### src/rtl/frame_streamer_pkg.sv
// Shared types and default geometry for the frame streamer.
// Index widths never collapse to zero, so degenerate 1-row or 1-col frames still elaborate.
package frame_streamer_pkg;

    function automatic int idx_width(input int range);
        return (range > 1) ? $clog2(range) : 1;
    endfunction

    localparam int ROWS_DEF  = 16;
    localparam int COLS_DEF  = 8;
    localparam int DW_DEF    = 8;
    localparam int N_DEF     = ROWS_DEF * COLS_DEF;
    localparam int CNT_W_DEF = idx_width(N_DEF);
    localparam int ROW_W_DEF = idx_width(ROWS_DEF);
    localparam int COL_W_DEF = idx_width(COLS_DEF);

    typedef enum logic {
        LOAD = 1'b0,
        SEND = 1'b1
    } state_t;

endpackage

### src/rtl/frame_streamer_buf.sv
// Purpose: DEPTH x DW frame store, one synchronous write port, one combinational read port.
// Latency: write visible on the read port the cycle after it is clocked in.
// Backpressure: none; the caller gates wr_en.
module frame_streamer_buf #(
    parameter int DEPTH = 128,
    parameter int DW    = 8,
    parameter int AW    = 7
) (
    input  logic          clk,
    input  logic          wr_en,
    input  logic [AW-1:0] wr_addr,
    input  logic [DW-1:0] wr_data,
    input  logic [AW-1:0] rd_addr,
    output logic [DW-1:0] rd_data
);

    logic [DW-1:0] mem [DEPTH];

    // Pixel storage is deliberately left unreset; a frame is always fully rewritten before it is read.
    always_ff @(posedge clk) begin
        if (wr_en) begin
            mem[wr_addr] <= wr_data;
        end
    end

    assign rd_data = mem[rd_addr];

endmodule

### src/rtl/frame_streamer.sv
// Purpose: buffer one ROWS x COLS frame, then stream it in raster order with row/col and SOF/EOF.
// Latency: first beat the cycle after the last pixel is accepted; N beats with out_ready held high.
// Backpressure: in_ready low while streaming; out_ready low freezes the current beat.
module frame_streamer
    import frame_streamer_pkg::*;
#(
    parameter int ROWS = ROWS_DEF,
    parameter int COLS = COLS_DEF,
    parameter int DW   = DW_DEF
) (
    input  logic                       clk,
    input  logic                       reset,
    input  logic                       in_valid,
    input  logic [DW-1:0]              in_data,
    output logic                       in_ready,
    input  logic                       abort,
    output logic                       out_valid,
    input  logic                       out_ready,
    output logic [DW-1:0]              out_data,
    output logic [idx_width(ROWS)-1:0] out_row,
    output logic [idx_width(COLS)-1:0] out_col,
    output logic                       out_sof,
    output logic                       out_eof,
    output logic                       frame_done
);

    localparam int N_PIX = ROWS * COLS;
    localparam int CNT_W = idx_width(N_PIX);
    localparam int ROW_W = idx_width(ROWS);
    localparam int COL_W = idx_width(COLS);
    localparam logic [CNT_W-1:0] LAST = CNT_W'(N_PIX - 1);
    localparam logic [CNT_W-1:0] ONE  = CNT_W'(1);

    state_t           state, state_nxt;
    logic [CNT_W-1:0] wr_cnt, wr_cnt_nxt;
    logic [CNT_W-1:0] rd_cnt, rd_cnt_nxt;
    logic             frame_done_nxt;
    logic             wr_en;

    always_ff @(posedge clk or posedge reset) begin
        if (reset) begin
            state      <= LOAD;
            wr_cnt     <= '0;
            rd_cnt     <= '0;
            frame_done <= 1'b0;
        end else begin
            state      <= state_nxt;
            wr_cnt     <= wr_cnt_nxt;
            rd_cnt     <= rd_cnt_nxt;
            frame_done <= frame_done_nxt;
        end
    end

    always_comb begin
        state_nxt      = state;
        wr_cnt_nxt     = wr_cnt;
        rd_cnt_nxt     = rd_cnt;
        frame_done_nxt = 1'b0;
        wr_en          = 1'b0;
        in_ready       = 1'b0;
        out_valid      = 1'b0;

        case (state)
            LOAD: begin
                in_ready = 1'b1;
                if (in_valid) begin
                    wr_en = 1'b1;
                    if (wr_cnt == LAST) begin
                        wr_cnt_nxt = '0;
                        rd_cnt_nxt = '0;
                        state_nxt  = SEND;
                    end else begin
                        wr_cnt_nxt = wr_cnt + ONE;
                    end
                end
            end
            SEND: begin
                out_valid = 1'b1;
                if (out_ready) begin
                    if (rd_cnt == LAST) begin
                        rd_cnt_nxt     = '0;
                        state_nxt      = LOAD;
                        frame_done_nxt = 1'b1;
                    end else begin
                        rd_cnt_nxt = rd_cnt + ONE;
                    end
                end
            end
            default: state_nxt = LOAD;
        endcase

        // Abort discards the whole frame, including whatever happened this cycle.
        if (abort) begin
            state_nxt      = LOAD;
            wr_cnt_nxt     = '0;
            rd_cnt_nxt     = '0;
            frame_done_nxt = 1'b0;
            wr_en          = 1'b0;
        end
    end

    frame_streamer_buf #(
        .DEPTH (N_PIX),
        .DW    (DW),
        .AW    (CNT_W)
    ) u_buf (
        .clk     (clk),
        .wr_en   (wr_en),
        .wr_addr (wr_cnt),
        .wr_data (in_data),
        .rd_addr (rd_cnt),
        .rd_data (out_data)
    );

    assign out_row = ROW_W'(int'(rd_cnt) / COLS);
    assign out_col = COL_W'(int'(rd_cnt) % COLS);
    assign out_sof = out_valid && (rd_cnt == '0);
    assign out_eof = out_valid && (rd_cnt == LAST);

endmodule

### config.mk
export PLATFORM = sky130hd
export DESIGN_NAME = frame_streamer
export DESIGN_NICKNAME = d
export VERILOG_FILES = /design/src/rtl/frame_streamer_pkg.sv /design/src/rtl/frame_streamer_buf.sv /design/src/rtl/frame_streamer.sv
export SDC_FILE = /design/constraint.sdc
export NUM_CORES = 1
export LEC_CHECK = 0
export BUFFER_PORTS_ARGS = -buffer_cell sky130_fd_sc_hd__clkbuf_2
export CORE_UTILIZATION = 63
export DETAILED_ROUTE_END_ITERATION = 10
export PLACE_DENSITY_LB_ADDON = 0.08
export SLEW_MARGIN = 20
export SYNTH_ARGS = -nofsm -noshare
export SYNTH_HDL_FRONTEND = slang
export SYNTH_HIERARCHICAL = 1
export SYNTH_SLANG_ARGS = --single-unit
### constraint.sdc
create_clock -name clk -period 4.04 [get_ports clk]
set_input_delay 0.808 -clock clk [delete_from_list [all_inputs] [get_ports clk]]
set_output_delay 0.808 -clock clk [all_outputs]
set_load 0.03 [all_outputs]
==> metrics.md <==
| Metric | Value |
|---|---|
| CTS tree | `done` |
| Pin count of the biggest net entering global routing | `113` |
| Starting Density | `0.639` |
| Finished Layout Cells | `2,922` |
| CTS root buffer | `clkbuf_16` |
| Hold Violations, Final | `0` |
| DRC Markers | `0` |
| IO Count | `33` |
| Slowest cell on crit path | `mux4_2` |
| Hpwl dp | `56,400 µm` |
| Total Routing Usage GR | `0.302` |
| Final GP Congestion | `0.853` |
| Synth Instances | `1,730` |
| Cells after DPL | `2,704` |
| Library cells used by synthesis | `38` |
| Setup repair after global routing missed its margin | `true` |
| Flop2flop setup slack | `about 1.1 ns` |
| Hold WC Path Type | `input pin to asynchronous set/reset pin` |
| First-pass GRT wire length | `136,000 µm` |
| Crit path arrival time | `between 3 and 4 ns` |
| Die Y | `255 µm` |
| RR Endpoint | `u_buf/mem[25][6]` |
| Clock skew | `0.0141 ns` |
| Leakage | `around 15 nW` |
| Critical Path Max Stage Delay | `slightly below 0.6 ns` |
| Worst path bufs/invs | `4` |
| Layout area overhead | `16.8%` |
| Synth async-reset ratio | `0.0154` |
| DR vias | `19,739` |
| Yosys reg bits | `1,040` |
| R2r startpoint | `state` |
| Buffers on Ports | `32` |
| Sequential share of the synthesized area | `0.771` |
| Vias in the first global route | `19,638` |
| ANT cells | `0` |
| IR drop worst, VDD | `411 µV` |
| Fin. max-slew vios | `0` |
| Skew-Pair Late Insertion Delay | `0.66 ns` |
| Rows | `92` |
| Post-route ant nets | `0` |
| Maxcap violations | `0` |
| Total congestion overflow | `0` |
| Fraction of final layout cells with drive strength greater than 1 | `0.362` |
| 1st-iter DRT viols | `2,513` |
| Worst path depth | `8` |
| CTS Sinks | `around 1,000` |
| Clock transition at path regs | `~0.070 ns` |
| CP startpoint | `rd_cnt[0]` |
| Vias/cell | `6.76` |
| Synth warn | `6` |
| Clock Tree Buf Depth | `3` |
| Initial antenna violation count | `3` |
| Outcome | `finished with violations` |
| Placement Setup Slack | `roughly 0.043 ns` |
| H-tree Lvls | `3` |
| Worst slew pin tran | `1.13 ns` |
| Mapped cell area | `around 40,000 µm²` |
| Synth Net Count | `1,746` |
| Delay-heaviest family, CP | `multiplexers` |
| Total wire length | `roughly 95,000 µm` |
| Syn_area_per_cell | `between 20 and 25 µm²` |
| Die width | `roughly 260 µm` |
| Failing checks | `setup timing` |
| Startpoint types | `flop` |
| EDFF count, synth | `about 1,000` |
| DRT Pass-1 Iters | `5` |
| Nets | `2,012` |
| Fmax | `221 MHz` |
| Top FF cell, synth | `edfxtp_1` |
| CP Data Required Time | `3.23 ns` |
| Post-CTS Hold Buffers | `0` |
| Max-slew headroom | `0.249` |
| Final period util | `1.12` |
| Crit. End Element | `output port` |
| Cts bufs inserted | `approximately 100` |
| WL per Instance | `32.3 µm` |
| Die area | `65,200 µm²` |
| Tmin final | `4.53 ns` |
| R2R depth | `5` |
| Critical Setup Path Class | `flop to output port` |
| Core ar. | `~63,000 µm²` |
| Final setup vio count | `8` |
| Crit path capture | `out_data[7]` |
| Worst Setup Slack, final | `-0.490 ns` |
| PD cells | `456 nW/µm²` |
| CP Cell Sequence | `buf_6 -> buf_8 -> buf_12 -> mux4_2 -> mux4_2 -> mux4_2 -> mux2_4 -> buf_8` |
| Crit-path max FO | `6` |
| Most numerous cell on the critical path | `mux4_2` |
what timing repair did:
action,CTS,global route
buffers inserted,22,3
gates cloned,10,3
setup endpoints to repair,8,8
hold endpoints to repair,0,0
gates resized for setup,50,9
layout make-up:
cell class	instances	area (µm²)
Clock inverter	62	714
Sequential cell	1040	31200
Fill cell	3430	16000
Tap cell	846	1060
Timing Repair Buffer	258	2840
Inverter	7	26.3
Multi-Input combinational cell	591	8850
Clock buffer	118	2550
cell usage after synthesis, types with 2 or more instances:
master,instances,area share
buf_4,11,0.0020
and3_1,2,0.00031
nor2b_1,7,0.0011
mux2_2,8,0.0022
nand4_1,8,0.0012
nand2b_1,4,0.00062
or3_1,2,0.00031
inv_1,7,0.00065
o21ai_1,5,0.00062
nand3_1,20,0.0025
buf_1,18,0.0017
buf_2,16,0.0020
nand2_1,23,0.0021
o21ai_0,4,0.00050
nor4_1,2,0.00031
mux4_2,336,0.19
clkbuf_1,45,0.0042
edfxtp_1,1024,0.76
a31oi_1,3,0.00046
xor2_1,3,0.00065
nor3_1,10,0.0012
a21oi_1,7,0.00087
dfrtp_1,16,0.0099
ha_1,3,0.00093
nor2_1,133,0.012
cells by family (layout without fill, tap and decap cells):
family          after synthesis  count (layout)  synth area share
compound gates               24              24           0.00390
xor+xnor                      3               3          0.000650
fa+ha+maj                     3               3          0.000929
buf+inv                      99             445            0.0109
flops                      1040            1040             0.771
mux                         344             344             0.189
simple gates                217             217            0.0233
layout by cell type (no fill, tap or decap), drive strengths merged, types with 2 or more instances in the layout:
cell,count
a21oi,7
a31oi,3
and2b,2
and3,2
buf,236
bufinv,15
clkbuf,140
clkinv,39
clkinvlp,4
dfrtp,16
edfxtp,1024
ha,3
inv,11
mux2,8
mux4,336
nand2,24
nand2b,4
nand3,20
nand4,8
nor2,133
nor2b,7
nor3,10
nor4,2
o21ai,9
or3,2
xor2,3
report_power, final:
part           leakage (nW)  switching, mW  total [mW]  internal, mW
sequential             9.42        0.00914        11.9          11.9
clock                  1.58           3.89        9.35          5.46
combinational          3.61          0.231       0.286        0.0552
per-layer routing:
layer	GRT usage	routed length [µm]
met5	0	27
met4	0.0775	1940
met2	0.488	47600
met1	0.440	36500
met3	0.0479	8440
through the flow:
step / utilization / cell area [µm²] / power [mW] / hold slack [ns] / TNS, ns
floorplan: - / 40400 / 12.1 / 0.538 / 0
global placement: 0.681 / 43000 / 12.3 / 0.683 / 0
detailed placement: 0.681 / 43000 / 12.4 / 0.722 / 0
CTS: 0.745 / 47100 / 21.6 / 0.249 / -4.00
global route: 0.747 / 47200 / 22.0 / 0.288 / -4.06
finish: 0.747 / 47200 / 21.5 / 0.247 / -3.78
state kept, by name, indices dropped and copies added, names as in the netlist:
name        cells
frame_done      1
wr_cnt          7
rd_cnt          7
state           1
u_buf/mem    1024
how the worst min path moves through the flow:
stage	depth (start not counted)	to	slack, ns	from
final	2	rd_cnt[0]	0.25	reset
after global placement	2	wr_cnt[1]	0.68	wr_cnt[1]
after CTS	2	rd_cnt[1]	0.25	reset
after detailed placement	2	rd_cnt[1]	0.72	rd_cnt[1]
after global routing	2	rd_cnt[1]	0.29	reset
after floorplan	2	wr_cnt[1]	0.54	wr_cnt[1]
No activity file was read; power rests on OpenSTA's default activity.
